## src/rtl/demux_1x8.sv

```systemverilog
// Registered 1-to-8 demultiplexer: D is steered to Y[S] one clock after sampling,
// every other output is forced to zero, and act carries a one-hot copy of the route.
module demux_1x8 #(
   parameter int WIDTH = 1
) (
   input  logic             clk,
   input  logic             rst,
   input  logic [WIDTH-1:0] D,
   input  logic [2:0]       S,
   input  logic             en,
   output logic [WIDTH-1:0] Y0,
   output logic [WIDTH-1:0] Y1,
   output logic [WIDTH-1:0] Y2,
   output logic [WIDTH-1:0] Y3,
   output logic [WIDTH-1:0] Y4,
   output logic [WIDTH-1:0] Y5,
   output logic [WIDTH-1:0] Y6,
   output logic [WIDTH-1:0] Y7,
   output logic [7:0]       act
);

   logic [WIDTH-1:0] y_q [8];
   logic [WIDTH-1:0] y_d [8];
   logic [7:0]       sel_onehot;
   logic [7:0]       act_q;

   // Full binary decode of S, gated by en; all eight codes are valid routes.
   always_comb begin
      sel_onehot = 8'h00;
      if (en) begin
         sel_onehot[S] = 1'b1;
      end
   end

   // Unselected lanes load zero every cycle, so a previous route never lingers.
   always_comb begin
      for (int i = 0; i < 8; i++) begin
         y_d[i] = sel_onehot[i] ? D : '0;
      end
   end

   always_ff @(posedge clk or posedge rst) begin
      if (rst) begin
         for (int i = 0; i < 8; i++) begin
            y_q[i] <= '0;
         end
         act_q <= 8'h00;
      end else begin
         for (int i = 0; i < 8; i++) begin
            y_q[i] <= y_d[i];
         end
         act_q <= sel_onehot;
      end
   end

   // Outputs come straight from the flops; no input reaches an output combinationally.
   assign Y0  = y_q[0];
   assign Y1  = y_q[1];
   assign Y2  = y_q[2];
   assign Y3  = y_q[3];
   assign Y4  = y_q[4];
   assign Y5  = y_q[5];
   assign Y6  = y_q[6];
   assign Y7  = y_q[7];
   assign act = act_q;

endmodule

```

## config.mk

```make
export PLATFORM = sky130hd
export DESIGN_NAME = demux_1x8
export DESIGN_NICKNAME = d
export VERILOG_FILES = /design/src/rtl/demux_1x8.sv
export SDC_FILE = /design/constraint.sdc
export NUM_CORES = 1
export LEC_CHECK = 0
export CELL_PAD_IN_SITES_DETAIL_PLACEMENT = 2
export CELL_PAD_IN_SITES_GLOBAL_PLACEMENT = 2
export CORE_MARGIN = 2
export CORE_UTILIZATION = 25
export CTS_CLUSTER_SIZE = 25
export DETAILED_ROUTE_END_ITERATION = 10
export PLACE_DENSITY_LB_ADDON = 0.1
export SYNTH_ARGS = -nofsm -noshare
export SYNTH_HDL_FRONTEND = slang
export SYNTH_SLANG_ARGS = --single-unit
```

## constraint.sdc

```tcl
create_clock -name clk -period 0.9 [get_ports clk]
set_input_delay 0.18 -clock clk [delete_from_list [all_inputs] [get_ports clk]]
set_output_delay 0.18 -clock clk [all_outputs]
set_load 0.05 [all_outputs]
```

==> flow_metrics.py <==
metrics = {
    "setup_path": {
        "cp-end-kind": "output port",
        "timing.critical_path.buf_inv": 1,
        "crit_fanout": 1,
        "cp_slowest_cell": "dfrtp_1",
        "worstPathCellList": "buf_12",
        "start_kind": "flop",
        "path_delay_family": "flip-flops",
        "endpoint": "act[4]",
        "crit_required_ps": 720,
        "crit_start": "act[4]",
        "critPathArrivalTime_ps": 870,
        "criticalPathCategory": "reg2out",
        "worst_path_largest_cell_delay_ps": 420,
        "path_depth": 1,
    },
    "yosys": {
        "syn_area_um2": 508.0,
        "syn_area_per_cell_um2": 12.70,
        "ys_top_cells_by_area": "dfrtp_1, nor2_1, nor3_1",
        "yosys_register_bits": 16,
        "yosys.area.top_type": "dfrtp_1",
        "synth.distinct_cells": 8,
        "ys.warnings.count": 0,
        "yosysSeqAreaShare_pct": 78.82,
        "synth_fp_nets": 47,
        "synthCells": 40,
        "synth_top_area_share_pct": 78.82,
    },
    "place": {
        "globalplace.congestion": 0.7057,
        "hpwl_um": 997.2,
        "placed_cells": 92,
        "portBuffers": 22,
        "placedInstanceArea_um2": 957.2,
    },
    "route": {
        "vias": 396,
        "drtIter0Drc": 1,
        "routedWlPerCell_um": 12.60,
        "drt_pass1_iterations": 3,
        "drc": 0,
        "ant_nets": 0,
        "wl_um": 1210,
        "viasPerCell": 4.125,
    },
    "floorplan": {
        "die_x_um": 49.08,
        "die_h_um": 49.08,
        "ioPinCount": 23,
        "std_cell_rows": 16,
        "start_util_pct": 26.16,
        "die-area_um2": 2408,
        "design.core.area_um2": 1942,
    },
    "clocking": {
        "post_cts_buffers": 0,
        "clock_path_buffers": 2,
        "cts_max_level": 1,
        "cts_sinks": 16,
        "cts.hold.buffers_added": 0,
        "cts_tree": "done",
        "cts_root_buf": "clkbuf_4",
        "cts_buffers": 3,
        "clk_pin_slew_ps": 90,
    },
    "job": {
        "cap_violations": 0,
    },
    "timing": {
        "slew_headroom_pct": 86.73,
        "worst_pin_slew_ps": 197.6,
        "fin_crit_sh_pct": 116.4,
        "hold_viol_final": 0,
        "slew_viol_final": 0,
        "finalSetupViolCount": 16,
        "rsz0062_at_grt": "true",
        "fmax_mhz": 954.4,
        "min_period_ps": 1048,
        "fin_ws_ps": -147.7,
    },
    "min_path": {
        "worstHoldPathType": "in2async",
    },
    "global_route": {
        "grt_overflow": 0,
        "grt_usage_pct": 12.09,
        "grt_pass1_vias": 451,
        "grt_pass1_wl_um": 2090,
        "antenna_found_initial": 0,
        "grt_max_degree": 17,
    },
    "layout": {
        "layout_common_cells": "buf_12, dfrtp_1, nor2_1",
        "diodes": 0,
        "seqCellArea_um2": 400.4,
        "area_growth_syn_to_layout_pct": 96.55,
        "largest_reg_flops": 8,
        "finalInstanceArea_um2": 998.5,
        "nets": 77,
        "num-fill-cells": 182,
        "drive_gt1_share_pct": 34.78,
        "multi_input_area_um2": 108.9,
        "final_cells": 96,
        "final_util_pct": 51.42,
        "final_common_cell": "buf_12",
    },
    "power_and_ir_drop": {
        "p_per_area_nw_per_um2": 1432,
        "fin_total_pwr_mw": 1.430,
        "ir_drop_mv": 0.7699,
        "p_leak_nw": 0.4566,
    },
    "run_status": {
        "outcome": "finished with violations",
        "violations": "negative setup slack",
    },
}
-- cell type report --
| type | count | share of cell area [%] |
|---|---|---|
| Timing Repair Buffer | 25 | 41.60 |
| Sequential cell | 16 | 40.10 |
| Multi-Input combinational cell | 23 | 10.90 |
| Clock buffer | 4 | 3.634 |
| Tap cell | 27 | 3.383 |
| Inverter | 1 | 0.3759 |
-- where the power goes --
part | switching (mW) | internal [mW] | leakage (nW)
sequential | 0.0126 | 0.733 | 0.221
clock | 0.220 | 0.247 | 0.0210
combinational | 0.113 | 0.104 | 0.215
-- how the worst min path moves through the flow --
stage                     depth (start not counted)      to  slack [ps]  startpoint
after floorplan                                   1      Y0          90         rst
after detailed placement                          3      Y2         550         rst
after global routing                              3      Y5         250         rst
final                                             3      Y5         210         rst
after global placement                            3  act[2]         500         rst
after CTS                                         3      Y5         210         rst
-- cells in the mapped netlist, drive strengths merged --
cell type,count
inv,1
nand3,1
nand2,2
nand3b,1
nand2b,3
nor3,4
nor2,12
dfrtp,16
-- cell families after synthesis --
kind of cell	Yosys count	share of synthesized area (%)
simple gates	23	20.44
flops	16	78.82
buf+inv	1	0.7382
-- layer usage --
layer	routed length, µm	GRT usage (%)
met1	500	12.80
met2	623	20.27
met3	48	3.681
met4	37	8.571
met5	0	0
-- repair_timing --
item,CTS,global route
endpoints found under the setup margin,16,17
gates cloned,0,0
resized for setup,0,1
-- stage by stage --
stage / hold slack (ps) / worst slack [ps] / setup TNS (ps)
6_report: 214.6 / -147.7 / -2086
5_1_grt: 245.7 / -189.2 / -2711
4_1_cts: 214.1 / -173.1 / -2430
3_5_place_dp: 545.2 / -282.1 / -3573
3_3_place_gp: 503.9 / -276.0 / -3342
2_1_floorplan: 93.74 / 134.1 / 0
Note: power is estimated with default switching activity, not from simulation.
==> patch: new RTL, same flow settings <==
Register the input `D` before use, without a reset. The logic sees it one clock later. The other inputs are not delayed to match. Comments in the files are not updated.
--- a/src/rtl/demux_1x8.sv
+++ b/src/rtl/demux_1x8.sv
@@ -19,6 +19,12 @@
    output logic [7:0]       act
 );
 
+   logic [WIDTH-1:0] D_q;
+
+   always_ff @(posedge clk) begin
+      D_q <= D;
+   end
+
    logic [WIDTH-1:0] y_q [8];
    logic [WIDTH-1:0] y_d [8];
    logic [7:0]       sel_onehot;
@@ -35,7 +41,7 @@
    // Unselected lanes load zero every cycle, so a previous route never lingers.
    always_comb begin
       for (int i = 0; i < 8; i++) begin
-         y_d[i] = sel_onehot[i] ? D : '0;
+         y_d[i] = sel_onehot[i] ? D_q : '0;
       end
    end
 
Check against the original RTL: not equivalent (a bounded check fails within 4 cycles, from zero or initial values and one cycle with rst high).
==> patch against the unedited design <==
  * The run still ends with negative setup slack left
  * Sequential cell count grew 1
  * Setup slack gained 5.4 ps
  * Clock power shrank 13%
  * Routed wire length grew 7.9%
  * Total power shrank 1.0%
  * Cell area grew 1.3%
  * Area after synthesis grew 3.9%
  * First-iteration DRC count is the same
==> patch: results (changes against the unedited design) <==
clock_network:
  cts_buffers: 3  # unchanged
  clk_latency_ps: 280
  cts.reportedPaths.clkPinSlew_ps: 100
  cts_max_level: 1  # unchanged
  clock_path_buffers: 2  # unchanged
  cts_root_buf: "clkbuf_4"
critical_path:
  r2r_start: "D_q$_DFF_P_"
  slowest_stage: "dfrtp_1"
  slowest_delay_ps: 420  # about the same
  crit_path_end: "act[3]"
  critPathMaxFanout: 1  # unchanged
  crit_path_start: "act[3]$_DFF_PP0_"
  arrival_ps: 860
  worst_setup_path_end_kind: "primary output"
  crit_path_start_kind: "flip-flop"
  cp_top_family: "flip-flops"
  worstReg2RegEnd: "Y1$_DFF_PP0_"
  ff2ff_path_depth: 2
route:
  vias: 405  # +2.3%
  wire_per_inst_um: 13.5  # +6.8%
  drtPass1Iterations: 4  # +1
  drt-initial-drc-count: 1  # unchanged
  wirelength_mm: 1.31  # +7.9%
global_routing:
  grt_usage_pct: 13.0  # +0.92 points
  grt_max_degree: 17  # unchanged
  grt_pass1_wl_mm: 2.30  # +10%
  antenna_found_initial: 0  # unchanged
  first_global_vias: 494  # +9.5%
place:
  placed_cells: 93  # +1.1%
  hpwl_mm: 1.09  # +9.3%
  gp_congestion: 0.654  # -7.3%
  port_buffers: 22  # unchanged
  dpl_worst_slack_ps: -292  # -9.66 ps
worst_hold_path:
  hp-class: "input port to asynchronous set/reset pin"
cells_and_area:
  nets: 78  # +1.3%
  drive_above_1_share_pct: 32.9  # -1.9 points
  antenna_cells: 0  # unchanged
  largest_reg_flops: 8  # unchanged
  n_fill_cell: 189  # +3.8%
timing:
  fin_skew_ps: 4.00
  tightest_slew_ps: 241  # +43.3 ps
  setup_slack_ps: -142  # +5.36 ps
  setup_tns_ps: -2070  # +19.6 ps
  setup_viol: 16  # unchanged
power_and_ir_drop:
  power.leakage_nw: 0.468  # +2.5%
  peakVddDrop_uv: 764  # -0.82%
status:
  violations: "negative setup slack"
  status: "finished with violations"
yosys:
  synthArstFlopShare_pct: 94.1  # -5.9 points
  syn_area_per_cell_um2: 12.9  # +1.4%
  synth_ff_type: "dfrtp_1"
  yosysWarnings: 0  # unchanged
  yosys-top-cells-area: "dfrtp_1 (76%), nor2_1 (8.5%), dfxtp_1 (3.8%)"
  yosysSeqAreaShare_pct: 79.6  # +0.80 points
  yosysUniqueCellTypes: 9  # +1
  synth_nets: 48  # +2.1%
  netlist_top_cells_count: "dfrtp_1 (16), nor2_1 (12), nor3_1 (4)"
## patch: final cells by class
| cell class | instances | share of cell area (%) |
|---|---|---|
| clock buffer | 4 | 2.60 |
| tap | 27 | 3.34 |
| sequential | 17 | 41.6 |
| multi-input combinational | 23 | 10.8 |
| timing repair buffer | 25 | 41.3 |
| inverter | 1 | 0.371 |
## patch: how the worst min path moves through the flow
stage / slack, ps / endpoint / start / depth (start not counted)
after floorplan: 90 / Y0$_DFF_PP0_ / rst / 1
after global placement: 510 / Y5$_DFF_PP0_ / rst / 3
after detailed placement: 510 / act[4]$_DFF_PP0_ / rst / 3
after CTS: 210 / act[4]$_DFF_PP0_ / rst / 3
after global routing: 220 / Y0$_DFF_PP0_ / S[1] / 2
final: 200 / act[4]$_DFF_PP0_ / rst / 3
## patch: logic make-up (layout without fill, tap and decap cells)
group                  count (synthesis)  after routing  share of synthesized area [%]
buffers and inverters                  1             30                          0.710
AND/OR/NAND/NOR                       23             23                           19.7
flip-flops                            17             17                           79.6
## patch: stage by stage
stage	utilization, %	instance area [um2]	hold WS (ps)
after floorplan	-	528	93.7
after global placement	49.3	977	514
after detailed placement	49.3	977	514
after CTS	50.6	1000	211
after global routing	51.0	1010	216
final	51.0	1010	204
## patch: routing by layer
layer	part of all wire (%)	vias to the layer above	wire, um	track usage, %
li1	-	186	-	-
met1	37	198	484	13.8
met2	56	17	736	23.3
met3	4.5	4	59	2.42
met4	1.9	0	25	8.33
met5	0	-	0	0
## patch: timing repair
action	CTS	global route
hold buffers	0	0
gates resized for setup	0	2
endpoints found under the setup margin	16	18
setup buffers	0	0
pin swaps	0	0
## patch: power breakdown
part | total, mW | internal [mW] | switching, mW | leakage [nW]
sequential | 0.794 | 0.780 | 0.0140 | 0.229
combinational | 0.217 | 0.103 | 0.114 | 0.224
clock | 0.404 | 0.172 | 0.232 | 0.0150
total | 1.42 | 1.06 | 0.360 | 0.468
